[src/rtl/laser_shot_scheduler_pkg.sv]
// Shared definitions for the laser shot scheduler: register map, control and
// status bit positions, and the sequencer state encoding.
package laser_shot_scheduler_pkg;

  // Register addresses on the Avalon-MM slave
  localparam logic [2:0] ADDR_CTRL    = 3'd0;
  localparam logic [2:0] ADDR_STATUS  = 3'd1;
  localparam logic [2:0] ADDR_PERIOD  = 3'd2;
  localparam logic [2:0] ADDR_BURST   = 3'd3;
  localparam logic [2:0] ADDR_TIMEOUT = 3'd4;
  localparam logic [2:0] ADDR_HITS    = 3'd5;
  localparam logic [2:0] ADDR_MISSES  = 3'd6;

  // CTRL bit positions
  localparam int CTRL_START  = 0;
  localparam int CTRL_CONT   = 1;
  localparam int CTRL_ABORT  = 2;
  localparam int CTRL_IRQ_EN = 3;

  // STATUS bit positions
  localparam int STAT_BUSY    = 0;
  localparam int STAT_DONE    = 1;
  localparam int STAT_ABORTED = 2;

  // Shot sequencer states
  typedef enum logic [2:0] {
    S_IDLE = 3'd0,
    S_FIRE = 3'd1,
    S_WAIT = 3'd2,
    S_HOLD = 3'd3,
    S_DONE = 3'd4
  } state_t;

endpackage

[src/rtl/laser_shot_scheduler_pulse_sync_edge.sv]
// Synchronizes an asynchronous pulse into the clock domain and emits a
// registered one-cycle strobe on its rising edge. The strobe appears
// SYNC_STAGES+1 clocks after the input rises.
module pulse_sync_edge #(
  parameter int SYNC_STAGES = 2
) (
  input  logic i_clk,
  input  logic i_rst,
  input  logic i_async,
  output logic o_rise
);

  logic [SYNC_STAGES-1:0] r_sync;
  logic                   r_prev;
  logic                   r_rise;

  // Shift the input through the synchronizer chain and register the edge strobe
  always_ff @(posedge i_clk or posedge i_rst) begin
    if (i_rst) begin
      r_sync <= '0;
      r_prev <= 1'b0;
      r_rise <= 1'b0;
    end else begin
      r_sync[0] <= i_async;
      for (int i = 1; i < SYNC_STAGES; i++) begin
        r_sync[i] <= r_sync[i-1];
      end
      r_prev <= r_sync[SYNC_STAGES-1];
      r_rise <= r_sync[SYNC_STAGES-1] & ~r_prev;
    end
  end

  assign o_rise = r_rise;

endmodule

[src/rtl/laser_shot_scheduler.sv]
// Laser shot scheduler: fires a burst of one-cycle laser triggers at a fixed
// period, waits for the start comparator after each shot, tallies hits and
// misses, and flags completion through a sticky done bit and irq.
module laser_shot_scheduler
  import laser_shot_scheduler_pkg::*;
#(
  parameter int CNT_W       = 32,
  parameter int SYNC_STAGES = 2,
  parameter int MIN_PERIOD  = 4
) (
  input  logic        avmms_clk,
  input  logic        avmms_reset,
  input  logic        avmms_cs,
  input  logic [2:0]  avmms_address,
  input  logic        avmms_write,
  input  logic [31:0] avmms_writedata,
  input  logic        avmms_read,
  output logic [31:0] avmms_readdata,
  input  logic        comparator,
  output logic        fire,
  output logic        busy,
  output logic        irq
);

  localparam logic [CNT_W-1:0] MIN_P = CNT_W'(MIN_PERIOD);
  localparam logic [CNT_W-1:0] ONE   = CNT_W'(1);

  // Programmed registers
  logic             r_cont;
  logic             r_irq_en;
  logic [CNT_W-1:0] r_period;
  logic [CNT_W-1:0] r_burst;
  logic [CNT_W-1:0] r_timeout;
  logic             r_done;
  logic             r_aborted;

  // Working copies taken at start, plus run-time counters
  logic [CNT_W-1:0] r_period_w;
  logic [CNT_W-1:0] r_burst_w;
  logic [CNT_W-1:0] r_timeout_w;
  logic [CNT_W-1:0] r_period_cnt;
  logic [CNT_W-1:0] r_wait_cnt;
  logic [CNT_W-1:0] r_shots;
  logic [CNT_W-1:0] r_hits;
  logic [CNT_W-1:0] r_misses;

  state_t r_state;
  state_t w_state_next;

  logic             w_wr;
  logic             w_rd;
  logic             w_start;
  logic             w_abort;
  logic             w_edge;
  logic             w_fire;
  logic             w_hit;
  logic             w_miss;
  logic             w_start_acc;
  logic             w_shot;
  logic             w_done_set;
  logic [CNT_W-1:0] w_eff_period;
  logic [31:0]      w_rd_mux;

  assign w_wr    = avmms_cs & avmms_write;
  assign w_rd    = avmms_cs & avmms_read;
  assign w_start = w_wr && (avmms_address == ADDR_CTRL) && avmms_writedata[CTRL_START];
  assign w_abort = w_wr && (avmms_address == ADDR_CTRL) && avmms_writedata[CTRL_ABORT];

  // Short periods are raised to the minimum the sequencer can honour
  assign w_eff_period = (r_period_w < MIN_P) ? MIN_P : r_period_w;

  pulse_sync_edge #(
    .SYNC_STAGES(SYNC_STAGES)
  ) u_start_sync (
    .i_clk   (avmms_clk),
    .i_rst   (avmms_reset),
    .i_async (comparator),
    .o_rise  (w_edge)
  );

  // Capture CPU writes to the configuration registers
  always_ff @(posedge avmms_clk or posedge avmms_reset) begin
    if (avmms_reset) begin
      r_cont    <= 1'b0;
      r_irq_en  <= 1'b0;
      r_period  <= MIN_P;
      r_burst   <= '0;
      r_timeout <= '0;
    end else if (w_wr) begin
      case (avmms_address)
        ADDR_CTRL: begin
          r_cont   <= avmms_writedata[CTRL_CONT];
          r_irq_en <= avmms_writedata[CTRL_IRQ_EN];
        end
        ADDR_PERIOD:  r_period  <= avmms_writedata[CNT_W-1:0];
        ADDR_BURST:   r_burst   <= avmms_writedata[CNT_W-1:0];
        ADDR_TIMEOUT: r_timeout <= avmms_writedata[CNT_W-1:0];
        default: ;
      endcase
    end
  end

  // Sticky done/aborted flags; a new event in the same cycle beats a W1C clear
  always_ff @(posedge avmms_clk or posedge avmms_reset) begin
    if (avmms_reset) begin
      r_done    <= 1'b0;
      r_aborted <= 1'b0;
    end else begin
      if (w_wr && (avmms_address == ADDR_STATUS) && avmms_writedata[STAT_DONE]) r_done <= 1'b0;
      if (w_wr && (avmms_address == ADDR_STATUS) && avmms_writedata[STAT_ABORTED]) r_aborted <= 1'b0;
      if (w_done_set) r_done <= 1'b1;
      if (w_abort) r_aborted <= 1'b1;
    end
  end

  // Sequencer state register
  always_ff @(posedge avmms_clk or posedge avmms_reset) begin
    if (avmms_reset) r_state <= S_IDLE;
    else             r_state <= w_state_next;
  end

  // Sequencer next state and per-cycle event strobes; abort overrides everything
  always_comb begin
    w_state_next = r_state;
    w_fire       = 1'b0;
    w_hit        = 1'b0;
    w_miss       = 1'b0;
    w_start_acc  = 1'b0;
    w_shot       = 1'b0;
    w_done_set   = 1'b0;
    if (w_abort) begin
      w_state_next = S_IDLE;
    end else begin
      unique case (r_state)
        S_IDLE: begin
          if (w_start) begin
            w_start_acc  = 1'b1;
            w_state_next = (r_burst == '0) ? S_DONE : S_FIRE;
          end
        end
        S_FIRE: begin
          w_fire       = 1'b1;
          w_state_next = S_WAIT;
        end
        S_WAIT: begin
          if (w_edge && (r_wait_cnt <= r_timeout_w)) begin
            w_hit        = 1'b1;
            w_state_next = S_HOLD;
          end else if (r_wait_cnt >= r_timeout_w) begin
            w_miss       = 1'b1;
            w_state_next = S_HOLD;
          end
        end
        S_HOLD: begin
          // period_cnt counts cycles since the fire cycle, so leaving HOLD at
          // PERIOD-1 puts the next fire exactly PERIOD cycles after the last
          if (r_period_cnt >= (w_eff_period - ONE)) begin
            w_shot = 1'b1;
            if (((r_shots + ONE) == r_burst_w) && !r_cont) w_state_next = S_DONE;
            else                                           w_state_next = S_FIRE;
          end
        end
        S_DONE: begin
          w_done_set   = 1'b1;
          w_state_next = S_IDLE;
        end
        default: w_state_next = S_IDLE;
      endcase
    end
  end

  // Shadow registers, period/wait timers, shot index and saturating tallies
  always_ff @(posedge avmms_clk or posedge avmms_reset) begin
    if (avmms_reset) begin
      r_period_w   <= MIN_P;
      r_burst_w    <= '0;
      r_timeout_w  <= '0;
      r_period_cnt <= '0;
      r_wait_cnt   <= '0;
      r_shots      <= '0;
      r_hits       <= '0;
      r_misses     <= '0;
    end else begin
      if (w_start_acc) begin
        r_period_w  <= r_period;
        r_burst_w   <= r_burst;
        r_timeout_w <= r_timeout;
        r_hits      <= '0;
        r_misses    <= '0;
        r_shots     <= '0;
      end
      if (r_state == S_FIRE) begin
        r_period_cnt <= ONE;
        r_wait_cnt   <= ONE;
      end else if (r_state != S_IDLE) begin
        r_period_cnt <= r_period_cnt + ONE;
        r_wait_cnt   <= r_wait_cnt + ONE;
      end
      if (w_hit && (r_hits != '1)) r_hits <= r_hits + ONE;
      if (w_miss && (r_misses != '1)) r_misses <= r_misses + ONE;
      if (w_shot) r_shots <= ((r_shots + ONE) == r_burst_w) ? '0 : (r_shots + ONE);
    end
  end

  // Read-data multiplexer; write-only pulse bits read back as zero
  always_comb begin
    w_rd_mux = '0;
    case (avmms_address)
      ADDR_CTRL: begin
        w_rd_mux[CTRL_CONT]   = r_cont;
        w_rd_mux[CTRL_IRQ_EN] = r_irq_en;
      end
      ADDR_STATUS: begin
        w_rd_mux[STAT_BUSY]    = (r_state != S_IDLE);
        w_rd_mux[STAT_DONE]    = r_done;
        w_rd_mux[STAT_ABORTED] = r_aborted;
      end
      ADDR_PERIOD:  w_rd_mux = 32'(r_period);
      ADDR_BURST:   w_rd_mux = 32'(r_burst);
      ADDR_TIMEOUT: w_rd_mux = 32'(r_timeout);
      ADDR_HITS:    w_rd_mux = 32'(r_hits);
      ADDR_MISSES:  w_rd_mux = 32'(r_misses);
      default:      w_rd_mux = '0;
    endcase
  end

  // Registered read data, updated only on a selected read
  always_ff @(posedge avmms_clk or posedge avmms_reset) begin
    if (avmms_reset)  avmms_readdata <= '0;
    else if (w_rd)    avmms_readdata <= w_rd_mux;
  end

  assign fire = w_fire;
  assign busy = (r_state != S_IDLE);
  assign irq  = r_done & r_irq_en;

endmodule

[config.mk]
export PLATFORM = sky130hd
export DESIGN_NAME = laser_shot_scheduler
export DESIGN_NICKNAME = d
export VERILOG_FILES = /design/src/rtl/laser_shot_scheduler_pkg.sv /design/src/rtl/laser_shot_scheduler_pulse_sync_edge.sv /design/src/rtl/laser_shot_scheduler.sv
export SDC_FILE = /design/constraint.sdc
export NUM_CORES = 1
export LEC_CHECK = 0
export BUFFER_PORTS_ARGS = -buffer_cell sky130_fd_sc_hd__buf_2
export CORE_MARGIN = 5
export CORE_UTILIZATION = 47
export CTS_BUF_LIST = sky130_fd_sc_hd__clkbuf_16
export DETAILED_ROUTE_END_ITERATION = 8
export GPL_TIMING_DRIVEN = 0
export HOLD_SLACK_MARGIN = 0.05
export MAX_ROUTING_LAYER = met4
export PLACE_DENSITY = 0.7
export SETUP_SLACK_MARGIN = 0.5
export SLEW_MARGIN = 20
export SYNTH_ARGS = -nofsm -noshare
export SYNTH_HDL_FRONTEND = slang
export SYNTH_SLANG_ARGS = --single-unit
[constraint.sdc]
create_clock -name avmms_clk -period 14.2 [get_ports avmms_clk]
set_input_delay 1.42 -clock avmms_clk [delete_from_list [all_inputs] [get_ports avmms_clk]]
set_output_delay 1.42 -clock avmms_clk [all_outputs]
set_load 0.05 [all_outputs]
After elaboration in Yosys (flattened, before gate mapping):

Index checks and enable logic that the tools add are counted.

* add/sub/neg operators: 6
* $lt $le $gt $ge: 4
* equal/unequal tests: 16
* multiplexer cells: 44
* bitwise gates (word level): 5
* reductions and logical operators: 26

Operators by type and width (number)
* $mux 32: 10
* $add 32x1->32 const B: 5
* $pmux 28 s5: 1
* $ge 32x32->1: 2
* $ne 32x32->1 const B: 2
* $eq 32x32->1: 1
* $le 32x32->1: 1
* $logic_not 32->1: 1
* $lt 32x3->1 const B: 1
* $sub 32x1->32 const B: 1
* $mux 1: 21
* $mux 3: 7
* $pmux 1 s6: 3
* $eq 3x2->1 const B: 4
* $eq 3x3->1 const B: 4
* $pmux 3 s4: 1
* $reduce_bool 2->1: 6
* $logic_and 1x1->1: 10
* $reduce_and 2->1: 4
* $pmux 1 s7: 1
* $eq 3x1->1 const B: 2
* $logic_not 3->1: 2
* $ne 3x3->1 const B: 2
* $and 1x1->1: 4
* 5 further kinds: 5

* bits in registers: 395

Depth between registers and ports, before layout:

Gate-level depths: netlist (run 1).

* depth after elaboration: 8
* depth in mapped cells: 23

By module:

From an unflattened synthesis (run 1), not the netlist that was laid out.

* cells, all modules: 2225
* area, all modules: 21110.2 µm²

By module, submodules not included
* laser_shot_scheduler: instances 1, cells each 2219, area an instance 20992.6 µm², seq. area each 9786.9 µm²
* pulse_sync_edge: instances 1, cells each 6, area an instance 117.6 µm², seq. area each 100.1 µm²

Worst setup path after synthesis (run 1):

Ideal clock, no wire load.

* path type: reg-to-reg
* start: register r_period_w[6]
* end: register r_shots[1]
* setup time: 121 ps
* arrival time: 5277 ps
* data required time: 14079 ps
* path slack: 8802 ps
* stages on the path, launching flop included: 21
* period minus slack after synthesis: 5398 ps
* cells stage by stage: dfrtp_1 -> or4_1 -> nor4b_1 -> nand3_1 -> nor4_1 -> nand2b_1 -> ha_1 -> inv_1 -> or3_1 -> clkbuf_1 -> nor4_1 -> xnor2_1 -> ha_1 -> and3_1 -> o21ai_0 -> a211oi_1 -> a31oi_1 -> nor3_1 -> nor2_1 -> clkbuf_1 -> a22o_1

* longest elaborated chain between the ends: 8
* elaborated cells between the ends (all ways): 9
* those cells by class: add/sub: 1; order compare: 2; mux: 5; reduce/logical: 1

RTL lines
* from (decl): line laser_shot_scheduler.sv:38 `logic [CNT_W-1:0] r_period_w;`
* from (signal assigned): line laser_shot_scheduler.sv:185 `r_period_w <= r_period;`
* $lt 32x3->1: line laser_shot_scheduler.sv:70 `assign w_eff_period = (r_period_w < MIN_P) ? MIN_P : r_period_w;`
* $mux 32 (*): line laser_shot_scheduler.sv:70
* $sub 32x1->32 (*): line laser_shot_scheduler.sv:157 `if (r_period_cnt >= (w_eff_period - ONE)) begin`
* $ge 32x32->1 (*): line laser_shot_scheduler.sv:157
* $mux 1 (*): line laser_shot_scheduler.sv:157
* $mux 1 (*): line laser_shot_scheduler.sv:134 `unique case (r_state)`
* $mux 1 (*): line laser_shot_scheduler.sv:131 `if (w_abort) begin`
* $mux 32 or $reduce_bool 2->1 (tied branches)
* to (signal assigned): line laser_shot_scheduler.sv:201 `if (w_shot) r_shots <= ((r_shots + ONE) == r_burst_w) ? '0 : (r_shots + ONE);`
* to (decl): line laser_shot_scheduler.sv:43 `logic [CNT_W-1:0] r_shots;`

Mark *: on every way between the ends. The rest lies on a longest branch, timed or not.
A chain may end at the register's enable or synchronous reset.

Worst setup path after layout (run 1):

* start: register r_period_w[6]
* end: register r_shots[11]

Same word-level chain as after synthesis.

==> flow_summary.toml, run 1 <==
[detailed_routing]
drt-total-wl_um = 68900
vias = 17972
drc = 0
drtIter0Drc = 1805
dr.pass1.iters = 6
ant_nets = 0
wire_per_inst_um = 23.2
viasPerCell = 6.05

[clock_network]
cts_tree = "yes"
clk_pin_slew_ns = 0.06
postCtsHoldBufs = 0
postCtsResizedCells = 0
htree_levels = 2
cts_sinks = 395
clk_latency_ns = 0.58
numCtsBuffers = 44
root_buffer = "clkbuf_16"
cts_buffer_depth = 3
cts_setup_buffers = 0

[synthesis]
yosys-top-cells-count = "nand2_1, dfrtp_1, o21ai_0"
yosys_most_used_dff = "dfrtp_1"
yosysWarnings = 0
yosys.area.top_type = "dfrtp_1"
yosysTopAreaCellShare = 0.467
avgSynthCellArea_um2 = 9.50
synth_fp_nets = 2329
yosys-top-cells-area = "dfrtp_1, nand2_1, mux2_2"
seq_area_frac_synth = 0.469
synth-edff-count = 0
synth_cell_types = 70
synthCells = 2218
ys_ff_latch = 395
syn_area_um2 = 21100
async_flop_share = 1.00
synth.most_common_cell = "nand2_1"

[timing]
max-slew-margin-rel = 0.252
post-route-period-util = 0.501
clock_skew_ns = 0.0231
fmax_ghz = 0.141
fin_crit_ns = 7.11
worstMarginPinSlew_ns = 1.12
setup_viol_count_final = 0
grt_setup_unrepaired = "false"
setup_tns_ns = 0
drv_slew = 0
hold_viol = 0

[pwr]
power_mw = 3.26
p_per_area_nw_per_um2 = 138
peakVddDrop_mv = 0.0902
leakage_nw = 10.8

[critical_path]
end_kind = "flop"
path_class = "reg -> reg"
critPathLaunchType = "flop"
path_max_fanout = 10
crit_arrival_ns = 7.57
required_ns = 14.66

[floorplanning]
die_h_um = 222
fp-row-count = 77
initial_core_util = 0.475
core_um2 = 44300
io_pins = 76
die_area_um2 = 49100
die_w_um = 222

[run]
maxCapViolCount = 0

[global_routing]
grt_usage = 0.284
grt-ovfl-total = 0
grt_pass1_vias = 17248
grt_max_degree = 109
antenna_found_initial = 1
grt_pass1_wl_um = 106000

[place]
port_buffers = 73
dp_hpwl_um = 52700
gp_congestion = 1.00
placed_cell_area_um2 = 22300

[finish]
final_layout_size_suffix_gt1_frac = 0.124
post-route-cell-area_um2 = 23700
area_delta_synth_final_pct = 12.4
fin_nets = 2452
nFillCells = 3968

[status]
outcome = "complete, no violations"

[hold_path]
hp-class = "reg -> reg"
[through the flow]
step	utilization	hold slack, ns	std cells	worst slack [ns]
2_1_floorplan	-	0.331	2218	1.80
3_3_place_gp	0.500	0.333	2883	-2.37
6_report	0.534	0.354	2970	7.09
4_1_cts	0.534	0.356	2967	7.09
3_5_place_dp	0.503	0.343	2887	7.18
5_1_grt	0.534	0.375	2968	6.50
[layout by cell type (no fill, tap or decap), types with 12 or more instances in the layout]
master     netlist  final
nand2_1        423    423
dfrtp_1        393    393
o21ai_0        159    159
mux2_2         121    121
nor2_1         109    109
nand3_1        109    109
clkbuf_1        87     87
xnor2_1         76     76
buf_2            2     75
ha_1            70     70
inv_1           60     67
nand4_1         62     62
mux2i_1         54     54
nor3_1          51     50
a21oi_1         45     45
clkbuf_16        0     45
nor4_1          34     34
xor2_1          32     32
and3_1          27     27
o211ai_1        24     24
or3_1           24     24
o31ai_1         23     23
a21o_1          19     19
a22oi_1         18     18
a221oi_1        15     15
nand2b_1        14     14
nor2b_1         14     14
and2_1          14     14
and4_1          13     13
buf_1           12     12
[sequential cells by signal, indices dropped and copies added, names as in the netlist]
name,count
avmms_readdata,32
r_aborted,1
r_burst,32
r_burst_w,32
r_cont,1
r_done,1
r_hits,32
r_irq_en,1
r_misses,32
r_period,32
r_period_cnt,32
r_period_w,32
r_shots,32
r_state,3
r_timeout,32
r_timeout_w,32
r_wait_cnt,32
u_start_sync.o_rise,1
u_start_sync.r_prev,1
u_start_sync.r_sync,2
[path summary, 6_finish.rpt]
path / startpoint / slack [ns] / end / cells after the start
worst max-delay path: r_period_w[6] / 7.09 / r_shots[11] / 23
worst min-delay path: u_start_sync.r_sync[0] / 0.35 / u_start_sync.r_sync[1] / 0
worst max register to register: r_period_w[6] / 7.09 / r_shots[11] / 23
worst min register to register: u_start_sync.r_sync[0] / 0.35 / u_start_sync.r_sync[1] / 0
max in group asynchronous: avmms_reset / 11.79 / r_misses[19] / 4
min in group asynchronous: avmms_reset / 0.96 / r_shots[17] / 2
[logic make-up after synthesis]
logic type      synth area share
xor+xnor                  0.0449
fa+ha+maj                 0.0416
mux                       0.0914
compound gates             0.110
simple gates               0.210
buf+inv                   0.0324
flops                      0.469
[layer usage]
layer,track usage,wire length (um)
met5,-,0
met3,0.0425,4810
met2,0.427,30700
met4,0.131,3800
met1,0.383,29500
[report_power, final]
| part | total (mW) | internal, mW | switching [mW] | leakage [nW] |
|---|---|---|---|---|
| Sequential | 1.42 | 1.24 | 0.174 | 5.10 |
| Clock | 1.12 | 0.646 | 0.478 | 0.704 |
| Combinational | 0.719 | 0.266 | 0.453 | 5.04 |
| Total | 3.26 | 2.16 | 1.10 | 10.8 |
[final cells by class]
class                           count  area, um2  area share
Timing Repair Buffer               77        455      0.0192
Clock buffer                       45       1130      0.0475
Multi-Input combinational cell   1653      10500       0.444
Inverter                           61        236     0.00999
Antenna cell                        3       7.51    0.000317
Clock inverter                     35        267      0.0113
Buffer                            109        453      0.0191
Sequential cell                   395       9890       0.417
Tap cell                          592        741      0.0313
[critical path: stages, from the launching register on]
cell	delay [ns]
dfrtp_1	0.41
or4_1	0.59
nor4b_1	0.74
nand3_1	0.35
nor4_1	0.30
nand2b_1	0.18
ha_1	0.19
inv_1	0.06
or3_1	0.33
clkbuf_1	0.20
nor3b_1	0.31
xnor2_1	0.12
ha_1	0.18
a21oi_1	0.11
o21ai_0	0.13
a2111oi_0	0.52
nand4_1	0.18
a31oi_1	0.60
or3_1	0.20
clkbuf_1	0.40
clkbuf_1	0.51
nor3_1	0.15
xnor2_1	0.18
nor2_1	0.06
No activity file was read; power rests on OpenSTA's default activity.
==> run 2, diff against run 1 <==
- clock period: 14.2 -> 6.63 ns (I/O delays scaled with it)
==> flow_summary.toml, run 2 (same netlist as run 1, synthesis figures left out) <==
[status]
outcome = "complete, no violations"

[global_routing]
grt-ovfl-total = 0
grt_usage = 0.287
grt_pass1_vias = 17496
grt_max_degree = 36
antenna_found_initial = 3
grt_pass1_wl_um = 107000

[clock_network]
clk_pin_slew_ns = 0.06
htree_levels = 2
cts_tree = "yes"
cts_sinks = 395
numCtsBuffers = 44
root_buffer = "clkbuf_16"
cts_buffer_depth = 3
clk_latency_ns = 0.58

[place]
dpl.cell_count = 2897
dp_hpwl_um = 54100
gp_congestion = 1.09
dp_worst_setup_slack_ns = -0.538
port_buffers = 73

[detailed_routing]
drtIter0Drc = 1898
drc = 0
wire_per_inst_um = 23.5
vias = 18144
ant_nets = 0
viasPerCell = 6.08
drt-total-wl_um = 70200
dr.pass1.iters = 5

[critical_path]
path_class = "reg -> reg"
required_ns = 7.09
critPathLaunchType = "flop"
crit_arrival_ns = 6.29
path_max_fanout = 10
end_kind = "flop"

[hold_path]
hp-class = "in -> reg"

[timing]
hold_viol = 0
max-slew-margin-rel = 0.278
fmax_ghz = 0.171
post-route-period-util = 0.880
worstMarginPinSlew_ns = 1.08
grt_setup_unrepaired = "false"
drv_slew = 0
fin_crit_ns = 5.83
clock_skew_ns = 0.0193
fin_hold_ws_ns = 0.194
setup_viol_count_final = 0
fin_ws_ns = 0.798

[floorplanning]
fp-row-count = 77
die_h_um = 222
die_area_um2 = 49100
initial_core_util = 0.475
io_pins = 76
die_w_um = 222
core_um2 = 44300

[finish]
final_layout_size_suffix_gt1_frac = 0.137
layout.cells.non_filler = 2982
area_delta_synth_final_pct = 14.7
final_common_cell = "nand2_1"
final_cell_mix = "nand2_1, dfrtp_1, o21ai_0"
fin_nets = 2463
nFillCells = 3933

[pwr]
p_per_area_nw_per_um2 = 303
peakVddDrop_mv = 0.208
leakage_nw = 11.0

[run]
maxCapViolCount = 0
-- run 2: routing by layer --
metal	GRT usage	share of wire
met3	0.0535	0.078
met5	-	0
met4	0.111	0.049
met1	0.391	0.43
met2	0.429	0.44
-- run 2: critical path, cell delays in order (launching register included) --
cell and delay, ns:
dfrtp_1 0.41, or4_1 0.65, nor4b_4 0.43, nand3_2 0.18, nor4_2 0.21, nand2b_1 0.17, ha_1 0.18, inv_1 0.07
or3_1 0.33, clkbuf_1 0.20, nor4_1 0.28, xnor2_1 0.13, ha_1 0.30, and3_1 0.14, o21ai_0 0.09, a211oi_2 0.34
a31oi_4 0.21, or3_1 0.38, clkbuf_2 0.23, clkbuf_4 0.27, nor4_2 0.32, xnor2_1 0.15, nor2_1 0.05
-- run 2: path summary, 6_finish.rpt --
| kind | from | slack, ns | to | cells past startpoint |
|---|---|---|---|---|
| min in group asynchronous | avmms_reset | 0.20 | r_shots[9] | 2 |
| worst min register to register | u_start_sync.r_sync[0] | 0.35 | u_start_sync.r_sync[1] | 0 |
| max in group asynchronous | avmms_reset | 5.05 | r_period[2] | 6 |
| worst min-delay path | comparator | 0.19 | u_start_sync.r_sync[0] | 1 |
| worst max-delay path | r_period_w[6] | 0.80 | r_shots[12] | 22 |
| worst max register to register | r_period_w[6] | 0.80 | r_shots[12] | 22 |
-- run 2: area by class of cell --
cell class                 instances  area, um2  share of cell area
clock inverter                    35        442              0.0183
tap                              592        741              0.0306
sequential                       395       9890               0.409
antenna                            4       10.0            0.000414
timing repair buffer              88        663              0.0274
buffer                           109        459              0.0190
inverter                          61        233             0.00963
clock buffer                      45       1130              0.0466
multi-input combinational       1653      10600               0.439
-- run 2: per-stage QoR --
stage                     instance area [um2]  total power [mW]  setup TNS, ns   util
final                                   24200              7.33              0  0.545
after floorplan                         21100              3.95              0      -
after global routing                    24200              7.61              0  0.545
after CTS                               24100              7.29              0  0.543
after global placement                  22200              4.52        -607.69  0.500
after detailed placement                22500              4.60          -9.88  0.507
-- run 2: repair_timing --
| item | CTS | global route |
|---|---|---|
| buffers inserted | 0 | 1 |
| pin swaps | 0 | 2 |
| resized for setup | 9 | 16 |
| hold buffers | 0 | 0 |
| endpoints found under the setup margin | 32 | 30 |
-- run 2: report_power, final --
part	internal [mW]	total, mW	switching (mW)
combinational	0.602	1.61	1.00
sequential	2.66	3.04	0.379
clock	1.63	2.68	1.05
